File: config.mk
export PLATFORM = sky130hd
export DESIGN_NAME = axis_cam_core_flat
export DESIGN_NICKNAME = d
export VERILOG_FILES = /design/src/rtl/axis_cam_core_if.sv /design/src/rtl/axis_cam_core.sv /design/src/flat_wrapper.sv
export SDC_FILE = /design/constraint.sdc
export NUM_CORES = 1
export LEC_CHECK = 0
export BUFFER_PORTS_ARGS = -buffer_cell sky130_fd_sc_hd__buf_2
export CORE_UTILIZATION = 25
export DETAILED_ROUTE_END_ITERATION = 7
export GPL_TIMING_DRIVEN = 0
export PLACE_DENSITY_LB_ADDON = 0.08
export SLEW_MARGIN = 20
export SYNTH_ARGS = -nofsm -noshare
export SYNTH_HDL_FRONTEND = slang
export SYNTH_SLANG_ARGS = --single-unit
File: constraint.sdc
create_clock -name i_clk -period 9.3 [get_ports i_clk]
set_clock_uncertainty 0.05 [all_clocks]
set_input_delay 1.86 -clock i_clk [delete_from_list [all_inputs] [get_ports i_clk]]
set_output_delay 1.86 -clock i_clk [all_outputs]
set_load 0.005 [all_outputs]
File: src/rtl/axis_cam_core_if.sv
// Stream interface for the CAM core: one request or response beat per valid/ready handshake.
// user[2:0] carries the opcode on requests and the status on responses.
interface axis_cam_if #(
    parameter int DATA_WIDTH = 4,
    parameter int KEY_WIDTH  = 2,
    parameter int TID_WIDTH  = 4
) ();
    logic                      valid;
    logic                      ready;
    logic [DATA_WIDTH*8-1:0]   data;
    logic [KEY_WIDTH*8-1:0]    key;
    logic [2:0]                user;
    logic [TID_WIDTH-1:0]      id;
    logic                      last;

    modport master (output valid, data, key, user, id, last, input ready);
    modport slave  (input valid, data, key, user, id, last, output ready);
endinterface

File: src/rtl/axis_cam_core.sv
// Sequential-scan CAM: LOOKUP/INSERT/DELETE walk all entries one per cycle; CLEAR and bad opcodes answer at once.
// Optional AXIS_CAM_CORE_EARLY_EXIT_EN ends the scan on the first key match.
module axis_cam_core #(
    parameter int DATA_WIDTH = 4,
    parameter int KEY_WIDTH  = 2,
    parameter int TID_WIDTH  = 4,
    parameter int DEPTH      = 8
) (
    input  logic       i_clk,
    input  logic       i_rst_n,
    axis_cam_if.slave  s_req,
    axis_cam_if.master m_rsp
);

    localparam int DW = DATA_WIDTH * 8;
    localparam int KW = KEY_WIDTH * 8;
    localparam int IW = (DEPTH > 1) ? $clog2(DEPTH) : 1;

    localparam logic [2:0] OP_LOOKUP = 3'b000;
    localparam logic [2:0] OP_INSERT = 3'b001;
    localparam logic [2:0] OP_DELETE = 3'b010;
    localparam logic [2:0] OP_CLEAR  = 3'b011;

    localparam logic [2:0] ST_HIT    = 3'b000;
    localparam logic [2:0] ST_MISS   = 3'b001;
    localparam logic [2:0] ST_FULL   = 3'b010;
    localparam logic [2:0] ST_BADOP  = 3'b011;

    typedef enum logic [1:0] {IDLE, SEARCH, RESP} state_t;

    state_t              r_state, w_next_state;
    logic                w_req_ready, w_rsp_valid, w_accept;

    logic [DEPTH-1:0]    r_valid;
    logic [KW-1:0]       r_key  [DEPTH];
    logic [DW-1:0]       r_data [DEPTH];

    logic [IW-1:0]       r_idx;
    logic                r_hit_found, r_free_found;
    logic [IW-1:0]       r_hit_idx, r_free_idx;

    logic [2:0]          r_req_op;
    logic [KW-1:0]       r_req_key;
    logic [DW-1:0]       r_req_data;
    logic [TID_WIDTH-1:0] r_req_id;
    logic                r_req_last;

    logic [DW-1:0]       r_rsp_data;
    logic [KW-1:0]       r_rsp_key;
    logic [2:0]          r_rsp_user;
    logic [TID_WIDTH-1:0] r_rsp_id;
    logic                r_rsp_last;

    logic                w_cur_hit, w_hit_any, w_free_any, w_last_exam, w_done;
    logic [IW-1:0]       w_hit_idx, w_free_idx;
    logic [2:0]          w_status;

    // Final scan cycle merges the entry under examination with what earlier cycles recorded.
    always_comb begin
        w_cur_hit  = r_valid[r_idx] && (r_key[r_idx] == r_req_key);
        w_hit_any  = r_hit_found || w_cur_hit;
        w_hit_idx  = r_hit_found ? r_hit_idx : r_idx;
        w_free_any = r_free_found || !r_valid[r_idx];
        w_free_idx = r_free_found ? r_free_idx : r_idx;
`ifdef AXIS_CAM_CORE_EARLY_EXIT_EN
        w_last_exam = (r_idx == IW'(DEPTH - 1)) || w_cur_hit;
`else
        w_last_exam = (r_idx == IW'(DEPTH - 1));
`endif
        w_done = (r_state == SEARCH) && w_last_exam;
    end

    always_comb begin
        w_status = ST_BADOP;
        case (r_req_op)
            OP_LOOKUP: w_status = w_hit_any ? ST_HIT : ST_MISS;
            OP_INSERT: w_status = w_hit_any ? ST_HIT : (w_free_any ? ST_MISS : ST_FULL);
            OP_DELETE: w_status = w_hit_any ? ST_HIT : ST_MISS;
            default:   w_status = ST_BADOP;
        endcase
    end

    always_ff @(posedge i_clk or negedge i_rst_n) begin
        if (!i_rst_n) r_state <= IDLE;
        else          r_state <= w_next_state;
    end

    // NOTE: every output of this block gets a default first, so no path can infer a latch.
    always_comb begin
        w_next_state = r_state;
        w_req_ready  = 1'b0;
        w_rsp_valid  = 1'b0;
        case (r_state)
            IDLE: begin
                w_req_ready = 1'b1;
                if (s_req.valid)
                    w_next_state = (s_req.user[2] || s_req.user == OP_CLEAR) ? RESP : SEARCH;
            end
            SEARCH: if (w_last_exam) w_next_state = RESP;
            RESP: begin
                w_rsp_valid = 1'b1;
                if (m_rsp.ready) w_next_state = IDLE;
            end
            default: w_next_state = IDLE;
        endcase
    end

    assign w_accept    = s_req.valid && w_req_ready;
    assign s_req.ready = w_req_ready && i_rst_n;

    always_ff @(posedge i_clk or negedge i_rst_n) begin
        if (!i_rst_n) begin
            r_valid      <= '0;
            r_idx        <= '0;
            r_hit_found  <= 1'b0;
            r_hit_idx    <= '0;
            r_free_found <= 1'b0;
            r_free_idx   <= '0;
            r_req_op     <= '0;
            r_req_key    <= '0;
            r_req_data   <= '0;
            r_req_id     <= '0;
            r_req_last   <= 1'b0;
            r_rsp_data   <= '0;
            r_rsp_key    <= '0;
            r_rsp_user   <= '0;
            r_rsp_id     <= '0;
            r_rsp_last   <= 1'b0;
        end else begin
            if (w_accept) begin
                r_req_op     <= s_req.user;
                r_req_key    <= s_req.key;
                r_req_data   <= s_req.data;
                r_req_id     <= s_req.id;
                r_req_last   <= s_req.last;
                r_idx        <= '0;
                r_hit_found  <= 1'b0;
                r_free_found <= 1'b0;
                if (s_req.user[2] || s_req.user == OP_CLEAR) begin
                    r_rsp_data <= s_req.data;
                    r_rsp_key  <= s_req.key;
                    r_rsp_id   <= s_req.id;
                    r_rsp_last <= s_req.last;
                    r_rsp_user <= s_req.user[2] ? ST_BADOP : ST_HIT;
                    if (!s_req.user[2]) r_valid <= '0;
                end
            end
            if (r_state == SEARCH) begin
                r_idx <= r_idx + 1'b1;
                if (w_cur_hit && !r_hit_found) begin
                    r_hit_found <= 1'b1;
                    r_hit_idx   <= r_idx;
                end
                if (!r_valid[r_idx] && !r_free_found) begin
                    r_free_found <= 1'b1;
                    r_free_idx   <= r_idx;
                end
            end
            if (w_done) begin
                r_rsp_key  <= r_req_key;
                r_rsp_id   <= r_req_id;
                r_rsp_last <= r_req_last;
                r_rsp_user <= w_status;
                r_rsp_data <= (r_req_op == OP_LOOKUP && w_hit_any) ? r_data[w_hit_idx] : r_req_data;
                if (r_req_op == OP_INSERT && !w_hit_any && w_free_any)
                    r_valid[w_free_idx] <= 1'b1;
                if (r_req_op == OP_DELETE && w_hit_any)
                    r_valid[w_hit_idx] <= 1'b0;
            end
        end
    end

    // NOTE: key/data storage has no reset; the valid bits alone decide whether an entry exists.
    always_ff @(posedge i_clk) begin
        if (w_done && r_req_op == OP_INSERT) begin
            if (w_hit_any) begin
                r_data[w_hit_idx] <= r_req_data;
            end else if (w_free_any) begin
                r_key[w_free_idx]  <= r_req_key;
                r_data[w_free_idx] <= r_req_data;
            end
        end
    end

    assign m_rsp.valid = w_rsp_valid;
    assign m_rsp.data  = r_rsp_data;
    assign m_rsp.key   = r_rsp_key;
    assign m_rsp.user  = r_rsp_user;
    assign m_rsp.id    = r_rsp_id;
    assign m_rsp.last  = r_rsp_last;

endmodule
File: src/flat_wrapper.sv
// flat-port wrapper written by rule: the top's interface ports become plain ports
module axis_cam_core_flat 
#(
    parameter int DATA_WIDTH = 4,
    parameter int KEY_WIDTH  = 2,
    parameter int TID_WIDTH  = 4,
    parameter int DEPTH      = 8
)
  (i_clk, i_rst_n, s_req_valid, s_req_data, s_req_key, s_req_user, s_req_id, s_req_last, s_req_ready, m_rsp_valid, m_rsp_data, m_rsp_key, m_rsp_user, m_rsp_id, m_rsp_last, m_rsp_ready);
  axis_cam_if #(.DATA_WIDTH(DATA_WIDTH), .KEY_WIDTH(KEY_WIDTH), .TID_WIDTH(TID_WIDTH)) s_req_i ();
  axis_cam_if #(.DATA_WIDTH(DATA_WIDTH), .KEY_WIDTH(KEY_WIDTH), .TID_WIDTH(TID_WIDTH)) m_rsp_i ();
  input  logic i_clk;
  input  logic i_rst_n;
  input wire logic [$bits(s_req_i.valid)-1:0] s_req_valid;
  input wire logic [$bits(s_req_i.data)-1:0] s_req_data;
  input wire logic [$bits(s_req_i.key)-1:0] s_req_key;
  input wire logic [$bits(s_req_i.user)-1:0] s_req_user;
  input wire logic [$bits(s_req_i.id)-1:0] s_req_id;
  input wire logic [$bits(s_req_i.last)-1:0] s_req_last;
  output wire logic [$bits(s_req_i.ready)-1:0] s_req_ready;
  output wire logic [$bits(m_rsp_i.valid)-1:0] m_rsp_valid;
  output wire logic [$bits(m_rsp_i.data)-1:0] m_rsp_data;
  output wire logic [$bits(m_rsp_i.key)-1:0] m_rsp_key;
  output wire logic [$bits(m_rsp_i.user)-1:0] m_rsp_user;
  output wire logic [$bits(m_rsp_i.id)-1:0] m_rsp_id;
  output wire logic [$bits(m_rsp_i.last)-1:0] m_rsp_last;
  input wire logic [$bits(m_rsp_i.ready)-1:0] m_rsp_ready;
  assign s_req_i.valid = s_req_valid;
  assign s_req_i.data = s_req_data;
  assign s_req_i.key = s_req_key;
  assign s_req_i.user = s_req_user;
  assign s_req_i.id = s_req_id;
  assign s_req_i.last = s_req_last;
  assign s_req_ready = s_req_i.ready;
  assign m_rsp_valid = m_rsp_i.valid;
  assign m_rsp_data = m_rsp_i.data;
  assign m_rsp_key = m_rsp_i.key;
  assign m_rsp_user = m_rsp_i.user;
  assign m_rsp_id = m_rsp_i.id;
  assign m_rsp_last = m_rsp_i.last;
  assign m_rsp_i.ready = m_rsp_ready;
  axis_cam_core #(.DATA_WIDTH(DATA_WIDTH), .KEY_WIDTH(KEY_WIDTH), .TID_WIDTH(TID_WIDTH), .DEPTH(DEPTH)) u_core (.i_clk(i_clk), .i_rst_n(i_rst_n), .s_req(s_req_i), .m_rsp(m_rsp_i));
endmodule
### Word-level counts from Yosys, hierarchy flattened

Memory sizes are Yosys's and may differ from the RTL's.
Index checks and enable logic that the tools add are counted.

| cells by class | value |
|---|---|
| bitwise gates (word level) | 3 |
| equal/unequal tests | 10 |
| divide/modulo/power cells | 0 |
| multipliers | 0 |
| reduce and logical (&&, ||, !) cells | 31 |
| magnitude comparators | 5 |
| muxes and demuxes | 61 |
| shift operators | 0 |
| add/sub/neg operators | 1 |

Operators with widths:

| cell | count |
|---|---|
| two-way mux 32 bit | 5 |
| two-way mux 8 bit | 7 |
| two-way mux 16 bit | 3 |
| OR reduction 32 bit | 1 |
| two-way mux 3 bit | 9 |
| two-way mux 1 bit | 23 |
| == test 16 bit | 1 |
| logical AND 1 bit | 13 |
| less-than comparator 3 x 4 -> 1 bit, second input constant | 3 |
| two-way mux 2 bit | 6 |
| two-way mux 4 bit | 3 |
| bitwise AND 8 bit | 1 |
| NOT 8 bit | 1 |
| bitwise OR 8 bit | 1 |
| demux 1 bit (select 3 bit) | 2 |
| == test 3 x 2 -> 1 bit, second input constant | 2 |
| >= comparator 3 x 1 -> 1 bit, second input constant | 2 |
| one-hot mux 2 bit (3 select lines) | 1 |
| one-hot mux 3 bit (2 select lines) | 1 |
| AND reduction 2 bit | 3 |
| nonzero test 2 bit | 3 |
| zero test 1 bit | 4 |
| inequality test 2 bit, second input constant | 2 |
| adder 3 x 1 -> 3 bit, second input constant | 1 |
| other kinds (11) | 13 |

| word-level totals | value |
|---|---|
| memories | 2 |
| bits of input ports | 60 |
| RAM bits | 384 |
| output and inout port bits | 58 |
| bits in latches | 0 |
| ROM bits | 0 |
| word-level logic and storage cells | 130 |
| register bits | 133 |

Memory list:

| name | words | bits a word | rd ports | clocked after Yosys merged registers in | write ports | line | source |
|---|---|---|---|---|---|---|---|
| u_core.r_data | 8 | 32 | 1 | 0 | 1 | axis_cam_core.sv:36 | `logic [DW-1:0] r_data [DEPTH];` |
| u_core.r_key | 8 | 16 | 1 | 0 | 1 | axis_cam_core.sv:35 | `logic [KW-1:0] r_key [DEPTH];` |

### Depth between registers and ports, before layout

| logic depth | value |
|---|---|
| depth after elaboration | 12 |
| depth in mapped cells | 13 |

### Least setup slack after synthesis

OpenSTA, ideal clock, no wires.

| timing | value |
|---|---|
| kind | reg2reg |
| from | register u_core.r_idx[0] |
| to | memory u_core.r_data[5][0] (netlist bit) (enable) |
| clock period less this slack | 4467 ps |
| required time | 8829 ps |
| stages on the path, launching flop included | 11 |
| setup time | 421 ps |
| data arrival time | 3996 ps |
| slack | 4833 ps |
| path buffers | 2 |
| cell sequence | dfrtp_1 > buf_2 > buf_2 > mux4_2 > mux2i_1 > xnor2_1 > a211oi_1 > and3_1 > a21oi_2 > o32a_1 > nor2_1 |

| on the way | value |
|---|---|
| word-level cells in the longest chain between the ends | 10 |
| elaborated cells between the ends (all ways) | 23 |

RTL lines:

| what | line | source |
|---|---|---|
| start, declared | axis_cam_core.sv:38 | `logic [IW-1:0] r_idx;` |
| start signal, assigned | axis_cam_core.sv:149 | `r_idx <= r_idx + 1'b1;` |
| branches (longest 10 deep; another with memory (8 x 16 bit)) | n/a |  |
| end, declared | axis_cam_core.sv:36 |  |

Several ways; the timed one is not identified. The select of a mux whose other input is x is not followed.

### Final worst setup path

| timing | value |
|---|---|
| from | register u_core.r_idx[0] |
| to | memory u_core.r_data[7][25] (netlist bit) (enable) |

The elaborated chain is that of the path after synthesis.

==> impl_metrics.csv <==
group,metric,value,unit
critical_path,reg2reg_to,"u_core.r_data[7][25]",
cts,cts_buffers,61,
run,cap_violations,0,
critical_path,crit_path_cell_trace,"buf_2 -> buf_2 -> buf_4 -> buf_2 -> mux2i_1 -> clkbuf_1 -> buf_1 -> clkbuf_1 -> o32a_1 -> nor2_4 -> buf_12 -> buf_16",
grt,grt_overflow,0,
critical_path,crit_path_max_fanout,16,
power_and_ir_drop,ir_drop,0.180,mV
synth,ys.flop_type,"edfxtp_1",
cts,hold_buffers,0,
critical_path,worstSetupStartpointType,"flip-flop",
sta,max_slew.worst_pin.slew,1160,ps
power_and_ir_drop,p_total,7.57,mW
critical_path,rr_worst_depth,12,
routing,drc_errors,0,
min_path,min_path_cells,2,
final_layout,areaGrowthSynthToFinish,21.8,%
synth,yosysTopAreaCell,"edfxtp_1",
placement,dpl_worst_slack,4240,ps
routing,first_pass_iters,5,
synth,synth_nets,1623,
sta,period_share,53.2,%
grt,grt_pass1_wl,108000,um
critical_path,cp_top_family,"buffers and inverters",
routing,wirelength,76300,um
placement,globalplace.congestion,0.768,
final_layout,ff_latch_area,0.0148,mm2
synth,ys_ff_latch,516,
floorplan,initial_utilization,25.3,%
cts,clockBufferDepth,3,
critical_path,worstSetupPathType,"reg -> reg",
cts,h-tree-depth,2,
floorplan,io_pins,118,
grt,grt_max_degree,80,
power_and_ir_drop,p_int,4.90,mW
sta,tns,0,ps
grt,grt_usage,17.8,%
critical_path,slowest_stage,"clkbuf_1",
cts,post-cts-setup-buffer-count,0,
synth,async_reset_ff_share,25.6,%
power_and_ir_drop,p_per_area,293,mW/mm2
sta,fin_ws,4350,ps
cts,clk_pin_slew,60,ps
cts,insertion_delay,640,ps
critical_path,critPathLaunch,"u_core.r_idx[0]",
critical_path,critPathCaptureType,"flip-flop",
sta,hold_viol,0,
floorplan,die_area,0.0859,mm2
cts,clock-sinks,516,
final_layout,drive_gt1_share,20.3,%
power_and_ir_drop,p_seq_share,44.8,%
synth,synth_area_leaders,"edfxtp_1 (54%), dfrtp_1 (16%), nand2_1 (6.3%)",
critical_path,reg2reg_slack,4350,ps
routing,routed_via_density,4.72,
routing,wl_per_cell,25.9,um
sta,period_needed,4950,ps
synth,synth.distinct_cells,61,
critical_path,rr_startpoint,"u_core.r_idx[0]",
power_and_ir_drop,p_sw_share,35.3,%
final_layout,multiInputGateArea,0.00603,mm2
sta,slew_headroom,22.1,%
floorplan,fp.dieH,293,um
final_layout,final_area,0.0258,mm2
critical_path,cp.required,9630,ps
routing,antenna_left,0,
min_path,holdCritPathClass,"reg -> reg",
floorplan,rows,106,
cts,cts.repair.resized,0,
floorplan,die_w,293,um
run_status,status,"finished, final reports clean",
floorplan,core_area,0.0838,mm2
cts,cts_tree,"built",
power_and_ir_drop,p_sw,2.67,mW
final_layout,final_common_cell,"edfxtp_1",
min_path,hold_start,"u_core.m_rsp.key[6]",
synth,ys_warn_count,0,
synth,syn_area_per_cell,13.6,um2
cts,root_buffer,"clkbuf_16",
sta,max_freq,0.202,GHz
min_path,hold_end,"u_core.m_rsp.key[6]",
grt,first_global_vias,14067,
power_and_ir_drop,p_comb_share,25.2,%
final_layout,finalNetCount,1827,
routing,vias,13931,
critical_path,crit_path_frequent_cell,"buf_2",
synth,synth_edf_count,384,
power_and_ir_drop,p_leak,9.53,nW
power_and_ir_drop,p_clk_share,30.0,%
synth,ys_seq_area_share,70.0,%
synth,syn_inst,1561,
critical_path,cp.arrival,5280,ps
routing,drtIter0Drc,947,
synth,netlist_area,0.0212,mm2
placement,placed_cell_area,0.0239,mm2
sta,final_max_slew_viol_count,0,
critical_path,max_stage_delay,770,ps
placement,port_buffers,116,
critical_path,path_buf_inv,9,
sta,grt_setup_unrepaired,"no",
synth,netlist.area_leader.share,54.4,%
sta,finalSetupViolCount,0,
grt,antenna_found_initial,4,
final_layout,final_cell_mix,"edfxtp_1 (384), nand2_1 (354), buf_2 (137)",
final_layout,n_fill_cell,8551,
placement,place_hpwl,50900,um
==> registers in the layout (all words and copies together) (netlist names), 4 cells and up <==
name	flops
u_core.r_req_data	32
u_core.r_req_key	16
u_core.r_key	128
u_core.r_req_id	4
u_core.m_rsp.key	16
u_core.m_rsp.data	32
u_core.m_rsp.id	4
u_core.r_valid	8
u_core.r_data	256
==> power groups by stage <==
stage / Clock (mW) / Sequential (mW) / Combinational (mW)
4_1_cts: 2.34 / 3.40 / 1.95
5_1_grt: 2.42 / 3.45 / 2.09
3_5_place_dp: 0 / 3.44 / 1.94
6_report: 2.27 / 3.39 / 1.91
2_1_floorplan: 0 / 3.27 / 1.07
3_3_place_gp: 0 / 3.42 / 1.91
==> how the worst max path moves through the flow <==
| stage | to | depth (start not counted) | slack (ps) |
|---|---|---|---|
| after global placement | u_core.r_data[3][17] | 9 | 1480 |
| final | u_core.r_data[7][25] | 12 | 4350 |
| after CTS | u_core.r_data[2][14] | 11 | 4200 |
| after detailed placement | u_core.r_data[2][14] | 11 | 4240 |
| after global routing | u_core.r_data[2][19] | 11 | 4100 |
| after floorplan | u_core.r_data[5][0] | 10 | 4830 |
==> Yosys cell counts (all sizes together) (11+ instances only) <==
cell,instances
a211oi,11
a21oi,116
a221oi,24
a22oi,12
a31o,21
and3,40
buf,41
clkbuf,56
dfrtp,132
edfxtp,384
mux2i,77
mux4,28
nand2,354
nand3,18
nor2,51
o21ai,64
o22ai,11
o31ai,13
==> kinds of logic (layout without fill, tap and decap cells) <==
group | after synthesis | after routing | share of synthesized area, %
buffers and inverters | 100 | 356 | 2.19
adder cells (fa/ha/maj) | 2 | 2 | 0.118
other | 1 | 3 | 0.0177
AO/OA/AOI/OAI | 322 | 322 | 10.2
multiplexers | 115 | 115 | 7.15
XOR/XNOR | 15 | 15 | 0.620
flip-flops | 516 | 516 | 70.0
AND/OR/NAND/NOR | 490 | 490 | 9.66
==> area by class of cell <==
cell class	instances	share of cell area [%]
sequential	516	57.5
multi-input combinational	945	23.4
clock buffer	89	6.48
tap	1134	5.50
timing repair buffer	141	4.48
buffer	97	1.81
clock inverter	26	0.800
inverter	3	0.0436
antenna	2	0.0194
==> per-layer routing <==
layer	up-vias	GRT usage [%]	wire, um
li1	6269	-	-
met1	7209	25.1	35000
met2	370	28.9	36100
met3	83	2.48	3920
met4	0	3.91	1340
met5	-	0	0
==> per-stage QoR <==
step                cells  utilization (%)  hold WS [ps]
floorplan            1561                -           395
global placement     2811             27.7           407
detailed placement   2836             28.5           415
CTS                  2951             30.8           428
global route         2951             30.8           454
finish               2953             30.8           420
==> worst reg2reg max path, stage by stage (launching register included) <==
cell and delay (ps):
dfrtp_1 390, buf_2 240, buf_2 280, buf_4 260, buf_2 260, mux2i_1 200, clkbuf_1 520, buf_1 700
clkbuf_1 770, o32a_1 510, nor2_4 150, buf_12 200, buf_16 170
Power figures use the tool's default switching activity.
